<file path="config.mk">
export PLATFORM = sky130hd
export DESIGN_NAME = lfsr_step_ctrl
export DESIGN_NICKNAME = d
export VERILOG_FILES = /design/src/rtl/lfsr_ctrl_pkg.sv /design/src/rtl/lfsr_tick_gen.sv /design/src/rtl/lfsr_step_ctrl.sv
export SDC_FILE = /design/constraint.sdc
export NUM_CORES = 1
export LEC_CHECK = 0
export BUFFER_PORTS_ARGS = -buffer_cell sky130_fd_sc_hd__buf_2
export CAP_MARGIN = 10
export CORE_MARGIN = 5
export CORE_UTILIZATION = 50
export DETAILED_ROUTE_END_ITERATION = 8
export GPL_ROUTABILITY_DRIVEN = 1
export GPL_TIMING_DRIVEN = 0
export PLACE_DENSITY = 0.68
export SYNTH_ARGS = -nofsm -noshare
export SYNTH_HDL_FRONTEND = slang
export SYNTH_SLANG_ARGS = --single-unit
</file>
<file path="constraint.sdc">
create_clock -name clk_i -period 3 [get_ports clk_i]
set_clock_uncertainty 0.05 [all_clocks]
set_input_delay 0 -clock clk_i [delete_from_list [all_inputs] [get_ports clk_i]]
set_output_delay 0 -clock clk_i [all_outputs]
set_load 0.05 [all_outputs]
</file>
<file path="src/rtl/lfsr_ctrl_pkg.sv">
// Shared types and default parameters for the LFSR step controller.
package lfsr_ctrl_pkg;

   typedef enum logic [1:0] {
      ModeManual = 2'd0,
      ModeAuto   = 2'd1,
      ModeBurst  = 2'd2
   } mode_e;

   typedef enum logic [1:0] {
      StManual    = 2'd0,
      StAuto      = 2'd1,
      StBurstWait = 2'd2,
      StBurstRun  = 2'd3
   } state_e;

   localparam int unsigned DivBaseDefault  = 12_000_000;
   localparam int unsigned BurstLenDefault = 16;
   localparam int unsigned CntWDefault     = 16;

endpackage

</file>
<file path="src/rtl/lfsr_tick_gen.sv">
// Prescaler for auto/burst stepping: down-counter reloaded with (DIV_BASE >> rate_sel_i) - 1.
module lfsr_tick_gen
   import lfsr_ctrl_pkg::*;
#(
   parameter int unsigned DIV_BASE = DivBaseDefault
) (
   input  logic       clk_i,
   input  logic       rst_i,
   input  logic       en_i,
   input  logic       restart_i,
   input  logic [1:0] rate_sel_i,
   output logic       tick_o
);

   localparam int unsigned CntW = $clog2(DIV_BASE);

   logic [CntW-1:0] cnt_q, cnt_d;
   logic [CntW-1:0] reload;
   logic [31:0]     period;

   // rate_sel_i is only looked at here, so a change lands at the next reload.
   always_comb begin
      period = DIV_BASE >> rate_sel_i;
      reload = CntW'(period - 32'd1);
   end

   assign tick_o = en_i & (cnt_q == '0);

   always_comb begin
      cnt_d = cnt_q;
      if (restart_i) begin
         cnt_d = reload;
      end else if (en_i) begin
         cnt_d = (cnt_q == '0) ? reload : cnt_q - 1'b1;
      end
   end

   always_ff @(posedge clk_i or negedge rst_i) begin
      if (!rst_i) begin
         cnt_q <= '0;
      end else begin
         cnt_q <= cnt_d;
      end
   end

endmodule

</file>
<file path="src/rtl/lfsr_step_ctrl.sv">
// Schedules single-cycle LFSR step enables in manual, auto and burst modes from debounced buttons.
module lfsr_step_ctrl
   import lfsr_ctrl_pkg::*;
#(
   parameter int unsigned DIV_BASE  = DivBaseDefault,
   parameter int unsigned BURST_LEN = BurstLenDefault,
   parameter int unsigned CNT_W     = CntWDefault
) (
   input  logic             clk_i,
   input  logic             rst_i,
   input  logic             step_btn_i,
   input  logic             mode_btn_i,
   input  logic [1:0]       rate_sel_i,
   output logic             lfsr_en_o,
   output logic [1:0]       mode_o,
   output logic             busy_o,
   output logic [CNT_W-1:0] step_cnt_o
);

   state_e           state_q, state_d;
   logic             step_prev_q, step_prev_d, mode_prev_q, mode_prev_d;
   logic             step_edge_q, step_edge_d, mode_edge_q, mode_edge_d;
   logic [15:0]      rem_q, rem_d;
   logic             lfsr_en_q, lfsr_en_d;
   logic             busy_q, busy_d;
   logic [CNT_W-1:0] step_cnt_q, step_cnt_d;
   logic             tick, tick_en, tick_restart;

   // Previous-level flops reset high so a button held through reset needs a release first.
   always_comb begin
      step_prev_d = step_btn_i;
      mode_prev_d = mode_btn_i;
      step_edge_d = step_btn_i & ~step_prev_q;
      mode_edge_d = mode_btn_i & ~mode_prev_q;
   end

   assign tick_en      = (state_q == StAuto) || (state_q == StBurstRun);
   assign tick_restart = (state_d != state_q) &&
                         ((state_d == StAuto) || (state_d == StBurstRun));

   lfsr_tick_gen #(
      .DIV_BASE (DIV_BASE)
   ) u_tick_gen (
      .clk_i      (clk_i),
      .rst_i      (rst_i),
      .en_i       (tick_en),
      .restart_i  (tick_restart),
      .rate_sel_i (rate_sel_i),
      .tick_o     (tick)
   );

   always_ff @(posedge clk_i or negedge rst_i) begin
      if (!rst_i) begin
         state_q     <= StManual;
         step_prev_q <= 1'b1;
         mode_prev_q <= 1'b1;
         step_edge_q <= 1'b0;
         mode_edge_q <= 1'b0;
         rem_q       <= '0;
         lfsr_en_q   <= 1'b0;
         busy_q      <= 1'b0;
         step_cnt_q  <= '0;
      end else begin
         state_q     <= state_d;
         step_prev_q <= step_prev_d;
         mode_prev_q <= mode_prev_d;
         step_edge_q <= step_edge_d;
         mode_edge_q <= mode_edge_d;
         rem_q       <= rem_d;
         lfsr_en_q   <= lfsr_en_d;
         busy_q      <= busy_d;
         step_cnt_q  <= step_cnt_d;
      end
   end

   // A mode edge always wins: it masks step edges and any tick in the same cycle.
   always_comb begin
      state_d   = state_q;
      rem_d     = rem_q;
      lfsr_en_d = 1'b0;
      unique case (state_q)
         StManual: begin
            if (mode_edge_q) begin
               state_d = StAuto;
            end else if (step_edge_q) begin
               lfsr_en_d = 1'b1;
            end
         end
         StAuto: begin
            if (mode_edge_q) begin
               state_d = StBurstWait;
            end else if (tick) begin
               lfsr_en_d = 1'b1;
            end
         end
         StBurstWait: begin
            if (mode_edge_q) begin
               state_d = StManual;
            end else if (step_edge_q) begin
               rem_d   = 16'(BURST_LEN);
               state_d = StBurstRun;
            end
         end
         StBurstRun: begin
            if (mode_edge_q) begin
               rem_d   = '0;
               state_d = StManual;
            end else if (tick) begin
               lfsr_en_d = 1'b1;
               rem_d     = rem_q - 16'd1;
               if (rem_q == 16'd1) begin
                  state_d = StBurstWait;
               end
            end
         end
         default: state_d = StManual;
      endcase
      busy_d     = (state_d == StBurstRun);
      step_cnt_d = step_cnt_q + CNT_W'(lfsr_en_d);
   end

   always_comb begin
      unique case (state_q)
         StManual:                mode_o = ModeManual;
         StAuto:                  mode_o = ModeAuto;
         StBurstWait, StBurstRun: mode_o = ModeBurst;
         default:                 mode_o = ModeManual;
      endcase
      lfsr_en_o  = lfsr_en_q;
      busy_o     = busy_q;
      step_cnt_o = step_cnt_q;
   end

endmodule

</file>
==> out/summary.txt, run 1 <==
reg-to-reg startpoint: u_tick_gen.cnt_q[14]
ys async rst share: 1.00
Die Y: 94.9 µm
reg2reg setup slack: 0.20 ns
total CTS buffers: 9
first-pass GRT wire length: 14300 µm
number of global-route vias before repair: 2998
GRT Util Overall: 0.202
final hold violation count: 0
Slew Viols, Final: 0
drt total wl: 8620 µm
Placer Congestion: 0.887
Leak: 0.00176 µW
area leader, netlist: dfrtp_1
IO Pins: 26
nature of the critical path endpoint: flop
DP HPWL: 5960 µm
Via-to-Cell Ratio: 5.96
Pwr Density: 886 nW/µm²
Design Power: 3710 µW
fmax: 357 MHz
IO buf count: 25
wire per inst: 16.5 µm
syn_nets: 399
Hold Crit Depth: 3
CTS tree: done
FP Rows: 31
synth cell count leaders: dfrtp_1, nor2_1, nand2_1, nand3_1, o21ai_0
final core utilization: 0.586
die area: 9000 µm²
RSZ-0062 raised after global routing: no
Mapped Cells: 378
layout cells sized above 1: 0.158
Area Growth Syn to Fin: 16.2%
Clock Sinks: 64
hold slack: 0.109 ns
Seq cells post-synth: 64
critical path arrival: 2.98 ns
post-layout minimum cycle time: 2.80 ns
Initial Util: 0.504
Startpoint Class: flop
Warnings, synthesis: 0
syn_area_per_cell: 9.52 µm²
worst rel slew slack: 0.444
Hold Startpoint: rate_sel_i[0]
EDFF count, synth: 0
antenna violations before repair: 0
max cap viols: 0
Unique masters post-synth: 59
r2r worst-path depth: 11
Worst Setup Path Type: flop to flop
terminus of the critical flop-to-flop path: step_cnt_o[12]
ant diodes: 0
WHS Endpoint: u_tick_gen.cnt_q[18]
Iter 0 DRT Violations: 172
leading cell type by number of instances after synthesis: dfrtp_1
synth top area cells: dfrtp_1, ha_1, xnor2_1, nor2_1, nand3_1
drc violations: 0
core area: 7140 µm²
Slew @ Worst Pin: 0.834 ns
largest net degree at the start of global routing: 65
DR pass1 iterations: 4
sum of negative setup slack: 0 ns
total grt overflow: 0
die width: 94.9 µm
Hold Path Class: input pin to flop
via count: 3109
VDD IR max: 455 µV
antenna viol nets, final: 0
root buffer cell: clkbuf_8
clk_lat worst skew: 0.34 ns
fin crit share: 0.934
share of Yosys cell area claimed by the top area cell type: 0.431
Seq/Total Area, Yosys: 0.446
Req. time, crit path: 3.18 ns
clock slew at reported path FFs: 0.08 ns
outcome: finished clean
H-Tree Depth: 3
Max Root-Sink Buffers: 2
Final Setup Violations: 0
Post-Syn Area: 3600 µm²
Critical Path Fanout Max: 8
predominant post-synthesis flop cell: dfrtp_1
Final #Nets: 439
registers in the layout (all words and copies together) (netlist names):
name,cells
state_q,2
lfsr_en_o,1
mode_edge_q,1
step_prev_q,1
mode_prev_q,1
step_cnt_o,16
u_tick_gen.cnt_q,24
step_edge_q,1
busy_o,1
rem_q,16
placed cells by master (no fill, tap or decap), types with 6 or more instances in the layout:
| cell type | n |
|---|---|
| dfrtp_1 | 62 |
| o211ai_1 | 6 |
| a21oi_1 | 15 |
| inv_1 | 13 |
| nor2_1 | 27 |
| or3_1 | 10 |
| o21ai_0 | 20 |
| buf_2 | 27 |
| clkbuf_8 | 9 |
| nor3_1 | 16 |
| and3_1 | 6 |
| nand4_1 | 9 |
| nand3_1 | 20 |
| xnor2_1 | 14 |
| ha_1 | 15 |
| or4_1 | 12 |
| a31oi_1 | 6 |
| clkbuf_1 | 13 |
| o31ai_1 | 8 |
| nand2_1 | 23 |
| mux2i_1 | 6 |
area by class of cell:
cell class	count	area [µm²]
well taps	99	124
fillers	638	2950
multi-input cells	285	1930
repair buffers	29	165
inverters	13	48.8
plain buffers	16	63.8
clock buffers	9	124
flip-flops and latches	64	1600
clock inverters	7	120
per-stage QoR:
step,instances,setup slack (ns),area [µm²]
3_5_place_dp,502,-0.101,3850
3_3_place_gp,502,-0.106,3850
2_1_floorplan,378,0.364,3600
5_1_grt,522,0.00811,4180
6_report,522,0.197,4180
4_1_cts,521,0.00642,4150
timing repair:
| item | 4_1_cts | 5_1_grt |
|---|---|---|
| hold buffers | 3 | 0 |
| endpoints found under the hold margin | 66 | 0 |
| resized for setup | 3 | 6 |
| setup buffers | 0 | 1 |
| endpoints found under the setup margin | 4 | 13 |
| pin swaps | 1 | 2 |
worst max-delay path, cell delays in order (launching register included):
cell	delay, ns
dfrtp_1	0.43
nor3_1	0.49
nand3_2	0.27
nor3_1	0.25
a31oi_1	0.07
nor2_2	0.16
ha_1	0.21
ha_1	0.21
inv_1	0.09
nor2_4	0.16
nand4_1	0.14
xnor2_1	0.15
logic make-up (layout without fill, tap and decap cells):
kind of cell | after synthesis | in the layout | synth area share
AND/OR/NAND/NOR | 156 | 156 | 0.238
AO/OA/AOI/OAI | 88 | 88 | 0.167
flip-flops | 64 | 64 | 0.446
buffers and inverters | 29 | 74 | 0.0313
XOR/XNOR | 19 | 19 | 0.0462
adder cells (fa/ha/maj) | 15 | 15 | 0.0521
multiplexers | 7 | 7 | 0.0198
per-layer routing:
| layer | track usage | vias to the layer above | wire length [µm] |
|---|---|---|---|
| met5 | 0 | - | 0 |
| met4 | 0.0625 | 0 | 117 |
| met3 | 0.0518 | 11 | 405 |
| met2 | 0.348 | 86 | 4260 |
| met1 | 0.246 | 1500 | 3840 |
| li1 | - | 1512 | - |
worst max-delay path by stage:
stage	startpoint	endpoint	slack (ns)	cells past startpoint
final	u_tick_gen.cnt_q[14]	step_cnt_o[12]	0.20	11
after CTS	u_tick_gen.cnt_q[14]	step_cnt_o[12]	0.006	11
after floorplan	u_tick_gen.cnt_q[7]	step_cnt_o[12]	0.36	11
after global routing	u_tick_gen.cnt_q[14]	step_cnt_o[12]	0.008	11
after global placement	u_tick_gen.cnt_q[12]	step_cnt_o[12]	-0.11	11
after detailed placement	u_tick_gen.cnt_q[7]	step_cnt_o[12]	-0.10	11
power by group:
group / switching (µW) / internal (µW) / leakage, µW
registers: 304 / 1130 / 0.000799
logic: 881 / 486 / 0.000845
clock network: 353 / 553 / 0.000119
Power figures use the tool's default switching activity.
==> inputs of run 2 (changes only) <==
--- a/config.mk
+++ b/config.mk
@@ -7,12 +7,14 @@
 export LEC_CHECK = 0
 export BUFFER_PORTS_ARGS = -buffer_cell sky130_fd_sc_hd__buf_2
 export CAP_MARGIN = 10
+export CELL_PAD_IN_SITES_DETAIL_PLACEMENT = 1
+export CELL_PAD_IN_SITES_GLOBAL_PLACEMENT = 1
 export CORE_MARGIN = 5
-export CORE_UTILIZATION = 50
+export CORE_UTILIZATION = 47
 export DETAILED_ROUTE_END_ITERATION = 8
 export GPL_ROUTABILITY_DRIVEN = 1
 export GPL_TIMING_DRIVEN = 0
-export PLACE_DENSITY = 0.68
+export PLACE_DENSITY_LB_ADDON = 0.1
 export SYNTH_ARGS = -nofsm -noshare
 export SYNTH_HDL_FRONTEND = slang
 export SYNTH_SLANG_ARGS = --single-unit
==> out/summary.txt, run 2 (same netlist as run 1, synthesis figures left out) <==
antenna violations before repair: 0 (unchanged)
Global Route met2 Usage: 0.384 (+0.0356)
most frequent CP cell: clkbuf_1
layout cells sized above 1: 0.169 (+0.0110)
reg-to-reg startpoint: u_tick_gen.cnt_q[0]
RSZ-0062 raised after global routing: no
hold slack: 0.0601 ns (-0.0484 ns)
H-Tree Depth: 3 (unchanged)
sum of negative setup slack: 0 ns (unchanged)
outcome: finished clean
drc violations: 0 (unchanged)
Leak: 0.00179 µW (+1.5%)
die width: 97.5 µm (+2.8%)
Hold Startpoint: rate_sel_i[0]
Via-to-Cell Ratio: 6.04 (+1.4%)
largest reg by FF count: u_tick_gen.cnt_q
Hold Path Class: input pin to flop
Pwr Density: 913 nW/µm² (+3.0%)
Final Setup Violations: 0 (unchanged)
IO buf count: 25 (unchanged)
Area Growth Syn to Fin: 17.9%
commonest non-fill, non-tap cell in the layout: dfrtp_1
Startpoint Class: flop
Final #Nets: 441 (+0.46%)
Hold Crit Depth: 3 (unchanged)
core area: 7610 µm² (+6.6%)
Initial Util: 0.473 (-0.0312)
critical path cell sequence: inv_1 -> ha_1 -> nor2b_1 -> and4_1 -> a211oi_2 -> clkbuf_1 -> clkbuf_1 -> o21ai_0 -> a21oi_1
met1 global-route usage: 0.280 (+0.0338)
r2r worst-path depth: 9 (-2)
most frequent cells in the layout: dfrtp_1, nor2_1, buf_2
critical path arrival: 2.95 ns (-0.03 ns)
Slew Viols, Final: 0 (unchanged)
met3 Use GR: 0.0495 (-0.00226)
max cap viols: 0 (unchanged)
final cell count without fillers: 527 (+0.96%)
max reg flops: 24 (unchanged)
total CTS buffers: 9 (unchanged)
post-layout minimum cycle time: 2.73 ns (-0.0768 ns)
antenna viol nets, final: 0 (unchanged)
largest net degree at the start of global routing: 65 (unchanged)
DR pass1 iterations: 4 (unchanged)
first-pass GRT wire length: 17300 µm (+21%)
nature of the critical path endpoint: flop
via count: 3184 (+2.4%)
WHS Endpoint: u_tick_gen.cnt_q[22]
drt total wl: 10100 µm (+17%)
Placer Congestion: 0.845 (-4.7%)
CP max-delay cell: a211oi_2
GRT Util Overall: 0.224 (+0.0226)
Worst Setup Path Type: flop to flop
IO Pins: 26 (unchanged)
Iter 0 DRT Violations: 75 (-56%)
terminus of the critical flop-to-flop path: rem_q[8]
dpl cells: 505 (+0.60%)
wire per inst: 19.2 µm (+16%)
number of global-route vias before repair: 3392 (+13%)
die area: 9510 µm² (+5.7%)
fmax: 367 MHz (+2.8%)
FP Rows: 32 (+3.2%)
total grt overflow: 0 (unchanged)
clk_lat worst skew: 0.35 ns (about the same)
Max Root-Sink Buffers: 2 (unchanged)
Critical Path Fanout Max: 10 (+2)
fin crit share: 0.909 (-0.0256)
reg2reg setup slack: 0.27 ns (+0.08 ns)
CTS tree: done
clock slew at reported path FFs: 0.07 ns (about the same)
VDD IR max: 317 µV (-30%)
worst rel slew slack: 0.447 (+0.00338)
final hold violation count: 0 (unchanged)
DP HPWL: 7040 µm (+18%)
Die Y: 97.5 µm (+2.8%)
CP peak stage delay: 0.44 ns (-0.05 ns)
Req. time, crit path: 3.22 ns (+0.04 ns)
Clock Sinks: 64 (unchanged)
gr busiest metal: met2
root buffer cell: clkbuf_8
Slew @ Worst Pin: 0.829 ns (-0.00506 ns)
ant diodes: 0 (unchanged)
## run 2: power by group
group | switching (µW) | internal (µW)
logic | 930 | 499
clock network | 361 | 622
registers | 336 | 1130
## run 2: timing repair
item | in CTS | in global routing
gates resized for setup | 7 | 6
pin swaps | 0 | 1
setup endpoints to repair | 6 | 16
hold buffers | 3 | 0
buffers inserted | 0 | 3
hold endpoints to repair | 66 | 0
## run 2: metrics by stage
stage | area [µm²] | utilization | total power, µW | worst slack [ns]
5_1_grt | 4250 | 0.558 | 4130 | 0.0146
3_3_place_gp | 3850 | 0.506 | 2740 | -0.235
3_5_place_dp | 3850 | 0.507 | 2810 | -0.268
6_report | 4250 | 0.558 | 3880 | 0.274
2_1_floorplan | 3600 | - | 2370 | 0.364
4_1_cts | 4190 | 0.551 | 3850 | 0.00819
## run 2: cell type report
type	instances	area, µm²
clock buffer	12	165
multi-input combinational	285	1960
sequential	64	1600
timing repair buffer	31	180
clock inverter	4	98.8
inverter	13	48.8
buffer	16	63.8
fill	884	3360
tap	102	128
## run 2: worst max-delay path, delay by kind of cell, from the launching register on
family          cells  cell delay [ns]
compound gates      3             0.75
fa+ha+maj           1             0.20
buf+inv             3             0.91
flops               1             0.38
simple gates        2             0.36
## run 2: layer usage
metal / wire length [µm] / vias to the layer above / share of wire
met5: 0 / - / 0
met4: 169 / 0 / 0.017
met3: 346 / 13 / 0.034
met2: 5120 / 65 / 0.51
met1: 4490 / 1597 / 0.44
li1: - / 1509 / -
## run 2: worst max path at each step
stage,startpoint,depth (start not counted),to
floorplan,u_tick_gen.cnt_q[7],11,step_cnt_o[12]
global placement,u_tick_gen.cnt_q[12],11,step_cnt_o[12]
detailed placement,u_tick_gen.cnt_q[7],11,step_cnt_o[12]
CTS,u_tick_gen.cnt_q[4],11,step_cnt_o[12]
global route,u_tick_gen.cnt_q[0],9,rem_q[13]
finish,u_tick_gen.cnt_q[0],9,rem_q[8]
==> inputs of run 3 (changes only) <==
--- a/config.mk
+++ b/config.mk
@@ -6,7 +6,7 @@
 export NUM_CORES = 1
 export LEC_CHECK = 0
 export BUFFER_PORTS_ARGS = -buffer_cell sky130_fd_sc_hd__buf_2
-export CAP_MARGIN = 10
+export CAP_MARGIN = 20
 export CELL_PAD_IN_SITES_DETAIL_PLACEMENT = 1
 export CELL_PAD_IN_SITES_GLOBAL_PLACEMENT = 1
 export CORE_MARGIN = 5
@@ -14,7 +14,7 @@
 export DETAILED_ROUTE_END_ITERATION = 8
 export GPL_ROUTABILITY_DRIVEN = 1
 export GPL_TIMING_DRIVEN = 0
-export PLACE_DENSITY_LB_ADDON = 0.1
+export PLACE_DENSITY = 0.81
 export SYNTH_ARGS = -nofsm -noshare
 export SYNTH_HDL_FRONTEND = slang
 export SYNTH_SLANG_ARGS = --single-unit
==> out/summary.txt, run 3 (same netlist as run 1, synthesis figures left out) <==
outcome: finished clean
clk_lat worst skew: 0.36 ns (about the same)
RSZ-0062 raised after global routing: no
Final Setup Violations: 0 (unchanged)
Slew Viols, Final: 0 (unchanged)
CTS tree: done
largest net degree at the start of global routing: 65 (unchanged)
most frequent cells in the layout: dfrtp_1, nor2_1, buf_2
ant diodes: 0 (unchanged)
fmax: 359 MHz (-2.3%)
largest reg by FF count: u_tick_gen.cnt_q
Die Y: 97.5 µm (unchanged)
Worst Setup Path Type: flop to flop
family with the most delay on the worst path: compound AO/OA/AOI/OAI gates
antenna viol nets, final: 0 (unchanged)
Req. time, crit path: 3.18 ns (-0.04 ns)
hold slack: 0.0929 ns (+0.0328 ns)
FP Rows: 32 (unchanged)
Placer Congestion: 0.827 (-2.1%)
Fillers: 888 (+0.45%)
total grt overflow: 0 (unchanged)
root buffer cell: clkbuf_8
post-layout minimum cycle time: 2.79 ns (+0.0633 ns)
Leak: 0.00175 µW (-2.3%)
via count: 3256 (+2.3%)
Initial Util: 0.473 (unchanged)
Critical Path Fanout Max: 10 (unchanged)
drt total wl: 10500 µm (+4.1%)
Slew @ Worst Pin: 0.840 ns (+0.0114 ns)
number of global-route vias before repair: 3403 (+0.32%)
first-pass GRT wire length: 17400 µm (+0.84%)
critical path cell sequence: nor4_4 -> nand4_1 -> buf_4 -> o21ai_1 -> buf_2 -> a21oi_1 -> a221o_1
max reg flops: 24 (unchanged)
core area: 7610 µm² (unchanged)
Startpoint Class: flop
nature of the critical path endpoint: flop
IO Pins: 26 (unchanged)
fin crit share: 0.930 (+0.0211)
commonest non-fill, non-tap cell in the layout: dfrtp_1
Area Growth Syn to Fin: 16.0%
H-Tree Depth: 3 (unchanged)
final cell count without fillers: 526 (-0.19%)
final hold violation count: 0 (unchanged)
layout cells sized above 1: 0.170 (+0.000400)
Clock Sinks: 64 (unchanged)
DR pass1 iterations: 5 (+1)
Iter 0 DRT Violations: 101 (+35%)
CP max-delay cell: o21ai_1
dpl cells: 505 (unchanged)
drc violations: 0 (unchanged)
max cap viols: 0 (unchanged)
VDD IR max: 327 µV (+3.1%)
die area: 9510 µm² (unchanged)
Pwr Density: 880 nW/µm² (-3.6%)
antenna violations before repair: 0 (unchanged)
critical path arrival: 2.97 ns (+0.02 ns)
die width: 97.5 µm (unchanged)
total CTS buffers: 9 (unchanged)
Hold Path Class: input pin to flop
Max Root-Sink Buffers: 2 (unchanged)
DP HPWL: 7160 µm (+1.7%)
clock slew at reported path FFs: 0.08 ns (about the same)
IO buf count: 25 (unchanged)
wire per inst: 20.0 µm (+4.3%)
Final #Nets: 440 (-0.23%)
worst path bufs/invs: 2 (-1)
Via-to-Cell Ratio: 6.19 (+2.5%)
worst rel slew slack: 0.440 (-0.00758)
CP peak stage delay: 0.50 ns (+0.06 ns)
GRT Util Overall: 0.227 (+0.00243)
[run 3: cell type report]
type	instances	area (µm²)	share of cell area
Clock inverter	6	68.8	0.0165
Sequential cell	64	1600	0.384
Multi-Input combinational cell	285	1950	0.467
Inverter	13	48.8	0.0117
Buffer	16	63.8	0.0153
Clock buffer	10	138	0.0330
Tap cell	102	128	0.0306
Timing Repair Buffer	30	173	0.0414
[run 3: timing repair]
item	CTS	global route
endpoints found under the setup margin	11	5
hold buffers	3	0
cloned	0	0
pin swaps	1	2
hold endpoints to repair	66	0
gates resized for setup	8	5
buffers inserted	0	2
[run 3: metrics by stage]
| step | setup slack [ns] | power [µW] | instance area, µm² | util | TNS [ns] |
|---|---|---|---|---|---|
| 5_1_grt | 0.00750 | 3920 | 4170 | 0.549 | 0 |
| 4_1_cts | 0.0250 | 3660 | 4140 | 0.544 | 0 |
| 3_5_place_dp | -0.317 | 2820 | 3850 | 0.507 | -1.25 |
| 2_1_floorplan | 0.364 | 2370 | 3600 | - | 0 |
| 6_report | 0.211 | 3670 | 4170 | 0.549 | 0 |
| 3_3_place_gp | -0.190 | 2720 | 3850 | 0.506 | -0.676 |
[run 3: final timing paths]
kind | from | slack (ns) | cells past startpoint | end
max | u_tick_gen.cnt_q[3] | 0.21 | 7 | u_tick_gen.cnt_q[22]
max in group asynchronous | rst_i | 2.10 | 2 | u_tick_gen.cnt_q[6]
min in group asynchronous | rst_i | 0.21 | 2 | rem_q[7]
max reg2reg | u_tick_gen.cnt_q[3] | 0.21 | 7 | u_tick_gen.cnt_q[22]
min | rate_sel_i[0] | 0.09 | 3 | u_tick_gen.cnt_q[18]
min reg2reg | step_cnt_o[15] | 0.42 | 1 | step_cnt_o[15]
[run 3: power by group]
part / switching, µW / internal [µW]
Combinational: 938 / 490
Clock: 374 / 409
Sequential: 335 / 1130
[run 3: worst register-to-register path: stages, from the launching register on]
cell and delay [ns]:
dfrtp_1 0.46, nor4_4 0.48, nand4_1 0.27, buf_4 0.21
o21ai_1 0.50, buf_2 0.36, a21oi_1 0.07, a221o_1 0.28
[run 3: per-layer routing]
layer,share of wire,wire (µm),GRT usage,vias up
li1,-,-,-,1501
met1,0.44,4610,0.288,1665
met2,0.51,5380,0.390,75
met3,0.035,368,0.0366,15
met4,0.017,183,0.0788,0
met5,0,0,0,-
